### src/rtl/pkt_shaper.sv
// Token-bucket shaper framing packets (SOF, LEN, payload[, CSUM]) into a byte FIFO; payload is zero-latency pass-through.
// fifo_full stalls every write and in_ready in the same cycle; PKT_SHAPER_CSUM_EN adds the XOR checksum trailer.
module pkt_shaper #(
  parameter int          BUCKET_SIZE     = 32,
  parameter int          RATE_DIV        = 4,
  parameter int          TOKENS_PER_TICK = 1,
  parameter logic [7:0]  SOF_BYTE        = 8'h7E
) (
  input  logic       clk,
  input  logic       srst,
  input  logic       pkt_start,
  input  logic [7:0] pkt_len,
  output logic       pkt_accept,
  output logic       pkt_drop,
  input  logic [7:0] in_data,
  input  logic       in_valid,
  output logic       in_ready,
  output logic [7:0] fifo_din,
  output logic       fifo_wr_en,
  input  logic       fifo_full,
  output logic       busy,
  output logic [7:0] tokens
);

`ifdef PKT_SHAPER_CSUM_EN
  localparam int OVH = 3;
`else
  localparam int OVH = 2;
`endif
  localparam int DW = (RATE_DIV > 1) ? $clog2(RATE_DIV) : 1;

  typedef enum logic [2:0] {
    IDLE, WAIT_TOK, SOF, LEN, PAYLOAD
`ifdef PKT_SHAPER_CSUM_EN
    , CSUM
`endif
  } state_t;

`ifdef PKT_SHAPER_CSUM_EN
  localparam state_t END_ST = CSUM;
`else
  localparam state_t END_ST = IDLE;
`endif

  state_t         state_q, state_d;
  logic [7:0]     len_q, len_d;
  logic [7:0]     cnt_q, cnt_d;
  logic [7:0]     tok_q, tok_d;
  logic [DW-1:0]  div_q, div_d;
`ifdef PKT_SHAPER_CSUM_EN
  logic [7:0]     csum_q, csum_d;
`endif

  logic [8:0] req_cost, lat_cost;
  logic       tick;
  logic [9:0] tok_sum;

  assign req_cost = {1'b0, pkt_len} + 9'(OVH);
  assign lat_cost = {1'b0, len_q} + 9'(OVH);
  assign tick     = (div_q == DW'(RATE_DIV - 1));
  assign div_d    = tick ? '0 : div_q + DW'(1);

  // Debit and refill combine in one wider sum, then saturate at the bucket size.
  assign tok_sum = {2'b00, tok_q}
                 - (pkt_accept ? {1'b0, lat_cost} : 10'd0)
                 + (tick ? 10'(TOKENS_PER_TICK) : 10'd0);
  assign tok_d   = (tok_sum > 10'(BUCKET_SIZE)) ? 8'(BUCKET_SIZE) : tok_sum[7:0];

  assign busy   = (state_q != IDLE);
  assign tokens = tok_q;

  always_comb begin
    state_d    = state_q;
    len_d      = len_q;
    cnt_d      = cnt_q;
`ifdef PKT_SHAPER_CSUM_EN
    csum_d     = csum_q;
`endif
    fifo_din   = 8'h00;
    fifo_wr_en = 1'b0;
    in_ready   = 1'b0;
    pkt_accept = 1'b0;
    pkt_drop   = 1'b0;
    case (state_q)
      IDLE: begin
        if (pkt_start && !srst) begin
          if (req_cost > 9'(BUCKET_SIZE)) begin
            pkt_drop = 1'b1;
          end else begin
            len_d   = pkt_len;
            state_d = WAIT_TOK;
          end
        end
      end
      WAIT_TOK: begin
        if ({1'b0, tok_q} >= lat_cost) begin
          pkt_accept = 1'b1;
          state_d    = SOF;
        end
      end
      SOF: begin
        fifo_din   = SOF_BYTE;
        fifo_wr_en = !fifo_full;
        if (!fifo_full) state_d = LEN;
      end
      LEN: begin
        fifo_din   = len_q;
        fifo_wr_en = !fifo_full;
        if (!fifo_full) state_d = (len_q == 8'd0) ? END_ST : PAYLOAD;
      end
      PAYLOAD: begin
        in_ready   = !fifo_full;
        fifo_din   = in_data;
        fifo_wr_en = in_valid && !fifo_full;
        if (fifo_wr_en) begin
`ifdef PKT_SHAPER_CSUM_EN
          csum_d = csum_q ^ in_data;
`endif
          if (cnt_q == len_q - 8'd1) begin
            cnt_d   = 8'd0;
            state_d = END_ST;
          end else begin
            cnt_d = cnt_q + 8'd1;
          end
        end
      end
`ifdef PKT_SHAPER_CSUM_EN
      CSUM: begin
        fifo_din   = csum_q;
        fifo_wr_en = !fifo_full;
        if (!fifo_full) begin
          csum_d  = 8'h00;
          state_d = IDLE;
        end
      end
`endif
      default: state_d = IDLE;
    endcase
  end

  always_ff @(posedge clk or posedge srst) begin
    if (srst) begin
      state_q <= IDLE;
      len_q   <= 8'd0;
      cnt_q   <= 8'd0;
      tok_q   <= 8'(BUCKET_SIZE);
      div_q   <= '0;
`ifdef PKT_SHAPER_CSUM_EN
      csum_q  <= 8'h00;
`endif
    end else begin
      state_q <= state_d;
      len_q   <= len_d;
      cnt_q   <= cnt_d;
      tok_q   <= tok_d;
      div_q   <= div_d;
`ifdef PKT_SHAPER_CSUM_EN
      csum_q  <= csum_d;
`endif
    end
  end

endmodule

### config.mk
export PLATFORM = sky130hd
export DESIGN_NAME = pkt_shaper
export DESIGN_NICKNAME = d
export VERILOG_FILES = /design/src/rtl/pkt_shaper.sv
export SDC_FILE = /design/constraint.sdc
export NUM_CORES = 1
export LEC_CHECK = 0
export CAP_MARGIN = 25
export CORE_MARGIN = 4
export CORE_UTILIZATION = 34
export CTS_CLUSTER_DIAMETER = 80
export DETAILED_ROUTE_END_ITERATION = 8
export REMOVE_ABC_BUFFERS = 1
export SYNTH_ARGS = -nofsm -noshare
export SYNTH_HDL_FRONTEND = slang
export SYNTH_SLANG_ARGS = --single-unit
### constraint.sdc
create_clock -name clk -period 5.53 [get_ports clk]
set_input_delay 0.553 -clock clk [delete_from_list [all_inputs] [get_ports clk]]
set_output_delay 0.553 -clock clk [all_outputs]
set_load 0.01 [all_outputs]
# [Word level (Yosys, flattened, before mapping)]
# Cells that the tools add are included.
# W data, S select, Z words.
[word_totals] regBits=29 inputBits=21 wordCells=62
[op_classes] n_addsub=7 order_cmp=3 n_eq_ne=13 mux=22 n_bitwise=1 reduce_logical=11
[op_table] cell="$mux W3" n=8
[op_table] cell="$pmux W8 S3" n=1
[op_table] cell="$add A8 B2 Y9 const B" n=2
[op_table] cell="$mux W8" n=2
[op_table] cell="$pmux W3 S5" n=1
[op_table] cell="$ne A2 B2 Y1 const B" n=7
[op_table] cell="$add A10 B1 Y10" n=1
[op_table] cell="$gt A10 B6 Y1 const B" n=1
[op_table] cell="$sub A8 B9 Y10" n=1
[op_table] cell="$ge A8 B9 Y1" n=1
[op_table] cell="$gt A9 B6 Y1 const B" n=1
[op_table] cell="$mux W9" n=1
[op_table] cell="$add A8 B1 Y8 const B" n=1
[op_table] cell="$eq A8 B8 Y1" n=1
[op_table] cell="$logic_not A8 Y1" n=1
[op_table] cell="$sub A8 B1 Y8 const B" n=1
[op_table] cell="$mux W1" n=7
[op_table] cell="$reduce_and A7 Y1" n=1
[op_table] cell="$eq A3 B2 Y1 const B" n=2
[op_table] cell="$eq A3 B1 Y1 const B" n=1
[op_table] cell="$eq A3 B3 Y1 const B" n=1
[op_table] cell="$logic_not A3 Y1" n=1
[op_table] cell="$reduce_and A3 Y1" n=1
[op_table] cell="$reduce_bool A3 Y1" n=1
[op_table] cell="other kinds (9)" n=11

# [Longest topological paths before layout]
# Gate-level depths: netlist of the first run.
[logic_depth] depth_word=9 mapped_depth=20 mapped_depth_nobuf=20

# [Worst setup path after synthesis of the first run]
# OpenSTA, ideal clock, no wires.
[synth_timing] path_type="register -> register" start="register len_q[5]" end="register tok_q[3] (netlist: tokens[3])" arrival_time_ps=4505 setup_slack_ps=945 path_stages_with_launch=20 n_path_buf=1 period_less_slack_ps=4585 path_cell_list="dfrtp_1 -> clkbuf_1 -> and3_1 -> nand3_1 -> xor2_1 -> ha_1 -> and4_1 -> a2111oi_0 -> o21a_1 -> nor3_1 -> nand2_1 -> ha_1 -> inv_1 -> fa_1 -> nand3b_1 -> and3_2 -> o31a_1 -> a2111oi_4 -> o31ai_2 -> nor3b_2"
[synth_between] elab_chain_len=9
[synth_lines] element="start: declaration" line_no="46" text="logic [7:0] len_q, len_d;"
[synth_lines] element="start signal: assignment" line_no="153" text="len_q <= len_d;"
[synth_lines] element="$add A8 B2 Y9 *" line_no="59" text="assign lat_cost = {1'b0, len_q} + 9'(OVH);"
[synth_lines] element="$ge A8 B9 Y1 *" line_no="96" text="if ({1'b0, tok_q} >= lat_cost) begin"
[synth_lines] element="$mux W1 *" line_no="96"
[synth_lines] element="$mux W1 *" line_no="84" text="case (state_q)"
[synth_lines] element="net pkt_accept" line_no="13" text="output logic pkt_accept,"
[synth_lines] element="$mux W9 *" line_no="65" text="- (pkt_accept ? {1'b0, lat_cost} : 10'd0)"
[synth_lines] element="$sub A8 B9 Y10 *" line_no="65"
[synth_lines] element="$add A10 B1 Y10 *" line_no="66" text="+ (tick ? 10'(TOKENS_PER_TICK) : 10'd0);"
[synth_lines] element="$gt A10 B6 Y1" line_no="67" text="assign tok_d = (tok_sum > 10'(BUCKET_SIZE)) ? 8'(BUCKET_SIZE) : tok_sum[7:0];"
[synth_lines] element="$mux W8 *" line_no="67"
[synth_lines] element="net tok_d[3]" line_no="48" text="logic [7:0] tok_q, tok_d;"
[synth_lines] element="end signal: assignment" line_no="146" text="tok_q <= 8'(BUCKET_SIZE);"
[synth_lines] element="end signal: assignment" line_no="155" text="tok_q <= tok_d;"
[synth_lines] element="end: declaration" line_no="48"
# Mark *: on every way through the listed nets, which the timed path passes. The rest lies on a longest branch.
# A chain may end at the register's enable or synchronous reset.

# [Final worst setup path of the first run]
[layout_timing] start="register len_q[2]" end="register tok_q[3] (netlist: tokens[3])"
[layout_between] elab_chain_len=9
[layout_lines] element="$add A8 B2 Y9 *" line_no="59"
[layout_lines] element="$ge A8 B9 Y1" line_no="96"
[layout_lines] element="$mux W1" line_no="96"
[layout_lines] element="$mux W1" line_no="84"
[layout_lines] element="$mux W9 *" line_no="65"
[layout_lines] element="$sub A8 B9 Y10 *" line_no="65"
[layout_lines] element="$add A10 B1 Y10 *" line_no="66"
[layout_lines] element="$gt A10 B6 Y1" line_no="67"
[layout_lines] element="$mux W8 *" line_no="67"
[layout_lines] element="net tok_d[3]" line_no="48"
# Marks and branches as above.

==> results of run 1 <==
==> per-stage QoR <==
stage	instances	total power, uW
floorplan	295	884.7
global placement	436	1116
CTS	444	1333
detailed placement	436	1127
global route	444	1444
finish	444	1326
==> cell usage after synthesis (all sizes together) (8+ instances only) <==
cell / n / area, sq um
inv: 19 / 71.32
ha: 32 / 400.4
a21oi: 18 / 90.09
nor2: 22 / 82.58
nand2b: 13 / 83.83
nor3: 8 / 40.04
nand2: 25 / 93.84
nor2b: 8 / 50.05
xnor2: 14 / 122.6
dfrtp: 28 / 700.7
clkbuf: 8 / 30.03
o21ai: 18 / 90.09
==> cell type report <==
class                           count  area [sq um]
Fill cell                         726          4119
Clock inverter                      1         5.005
Multi-Input combinational cell    247          1770
Tap cell                           99         123.9
Inverter                           19         71.32
Clock buffer                        7         96.34
Timing Repair Buffer               42         417.9
Sequential cell                    29         726.9
==> registers in the layout (all words and copies together) (netlist names) <==
name,cells
len_q,8
cnt_q,8
state_q,3
tokens,8
div_q,2
==> power breakdown <==
group	internal, uW	switching (uW)
logic	383	392
registers	252	99.1
clock network	112	87.6
==> metal layers <==
layer | up-vias | part of all wire [%]
met5 | - | 0
met4 | 0 | 1.3
met3 | 6 | 3.7
met2 | 41 | 46
met1 | 1044 | 49
li1 | 1156 | -
==> kinds of logic (layout without fill, tap and decap cells) <==
group	count (synthesis)	count (layout)	share of synthesized area [%]
mux	7	7	2.983
simple gates	114	114	23.77
other cells	2	3	0.2888
fa+ha+maj	33	33	16.17
compound gates	70	70	18.00
flops	29	29	27.96
xor+xnor	20	20	6.737
buf+inv	28	69	4.090
==> path summary, 6_finish.rpt <==
kind,start,endpoint,depth (start not counted)
worst max-delay path,len_q[2]$_DFFE_PP0P_,tokens[3]$_DFF_PP0_,18
worst min-delay path,div_q[0]$_DFF_PP0_,div_q[0]$_DFF_PP0_,1
worst max register to register,len_q[2]$_DFFE_PP0P_,tokens[3]$_DFF_PP0_,18
worst min register to register,div_q[0]$_DFF_PP0_,div_q[0]$_DFF_PP0_,1
max in group asynchronous,srst,tokens[5]$_DFF_PP1_,3
min in group asynchronous,srst,cnt_q[2]$_DFFE_PP0P_,3
==> results.toml, run 1 <==
[synth]
ys_ff_latch = 29
synth-seq-area-share_pct = 27.96
syn_area_sq_mm = 0.002600
syn_inst = 303
synth_ff_type = "dfrtp_1"
synth_edf_count = 0
syn-mean-instance-area_sq_um = 8.581
synthDistinctLibCells = 52
synthArstFlopShare_pct = 100.0
yosys_warnings = 0

[grt]
grt_usage_pct = 14.40
grt_use_met1_pct = 20.66
busiest_layer = "met2"
grt_pass1_wl_um = 10330
grt_pass1_vias = 2095
met3_usage_pct = 1.894
grt_max_degree = 30
grt_overflow_total = 0
met2_usage_pct = 22.33
antenna_found_initial = 0

[layout]
fin_nets = 398
most-common-layout-cells = "clkdlybuf4s50_1 (41), ha_1 (32), dfrtp_1 (28)"
final_cell_area_sq_mm = 0.003212
drive_above_1_share_pct = 7.536
final_util_pct = 43.81
area_growth_pct = 23.53
diodes = 0
final_common_cell = "clkdlybuf4s50_1"

[cts]
cts_tree = "built"
clk_latency_ps = 280
clkTransAtPathRegs_ps = 70
cts-resized-gates = 0
post_cts_buffers = 0
ctsHoldBuffers = 0
cts-buffers-inserted = 5
cts_sinks = 29
htree_levels = 2
root_buffer = "clkbuf_8"
clk_path_buf_depth = 2

[sta]
maxSlewHeadroom_pct = 36.89
worstMarginPinSlew_ps = 944.7
setup_viol = 0
hold_viol = 0
drv_slew = 0
whs_ps = 424.6
fmax_ghz = 0.2015
fin_crit_sh_pct = 89.76
rsz0062_at_grt = "no"
setup_ws_ps = 566.1
fin_skew_ps = 8.480
fin_crit_ps = 4964
setup_tns_ps = 0

[floorplanning]
chipWidth_um = 95.45
initial_core_util_pct = 35.47
rows = 31
core-area_sq_mm = 0.007331
die_area_sq_mm = 0.009110
die_y_um = 95.45
num_io_pins = 42

[placement]
portBuffers = 41
pre_cts_slack_ps = 580.1
placed_cell_area_sq_mm = 0.003110
finalWeightedCongestion = 0.8620
hpwl_um = 4945

[power]
vdd_ir_drop_max_mv = 0.1310
cellLeakagePower_uw = 0.001341
power_density_mw_per_mm2 = 412.9

[route]
vias = 2247
drt_wl_total_um = 6249
drc = 0
dr.pass1.iters = 4
ant_nets = 0
routed_via_density = 5.061
drt_iter0_markers = 99
wl_per_cell_um = 14.07

[worst_setup_path]
max_stage_delay_ps = 720
rrSetupSlack_ps = 570
path_class = "register to register"
crit_fanout = 10
crit_buf_inv = 1
slowest_stage = "nor3_1"
crit_chain = "ha_1 > nand3_1 > xor2_1 > ha_1 > and4_1 > a2111oi_0 > o21a_1 > nor3_1 > nand2_1 > ha_1 > inv_1 > fa_1 > nand3b_1 > and3_2 > o31a_1 > a2111oi_4 > o31ai_2 > nor3b_2"
cpMostUsedCell = "ha_1"
path_delay_family = "simple AND/OR/NAND/NOR gates"
end_kind = "register"
arrival_ps = 5170
cp-start-kind = "register"
critical_path_required_ps = 5730

[outcome]
status = "finished clean"

[worst_hold_path]
hold_class = "register to register"

[flow_run]
drv_cap = 0
Note: power is estimated with default switching activity, not from simulation.
==> inputs of run 2 (changes only) <==
- TNS_END_PERCENT: default -> 1
==> results of run 2 <==
Same layout as run 1: the final DEF is identical, and so are final timing and power.
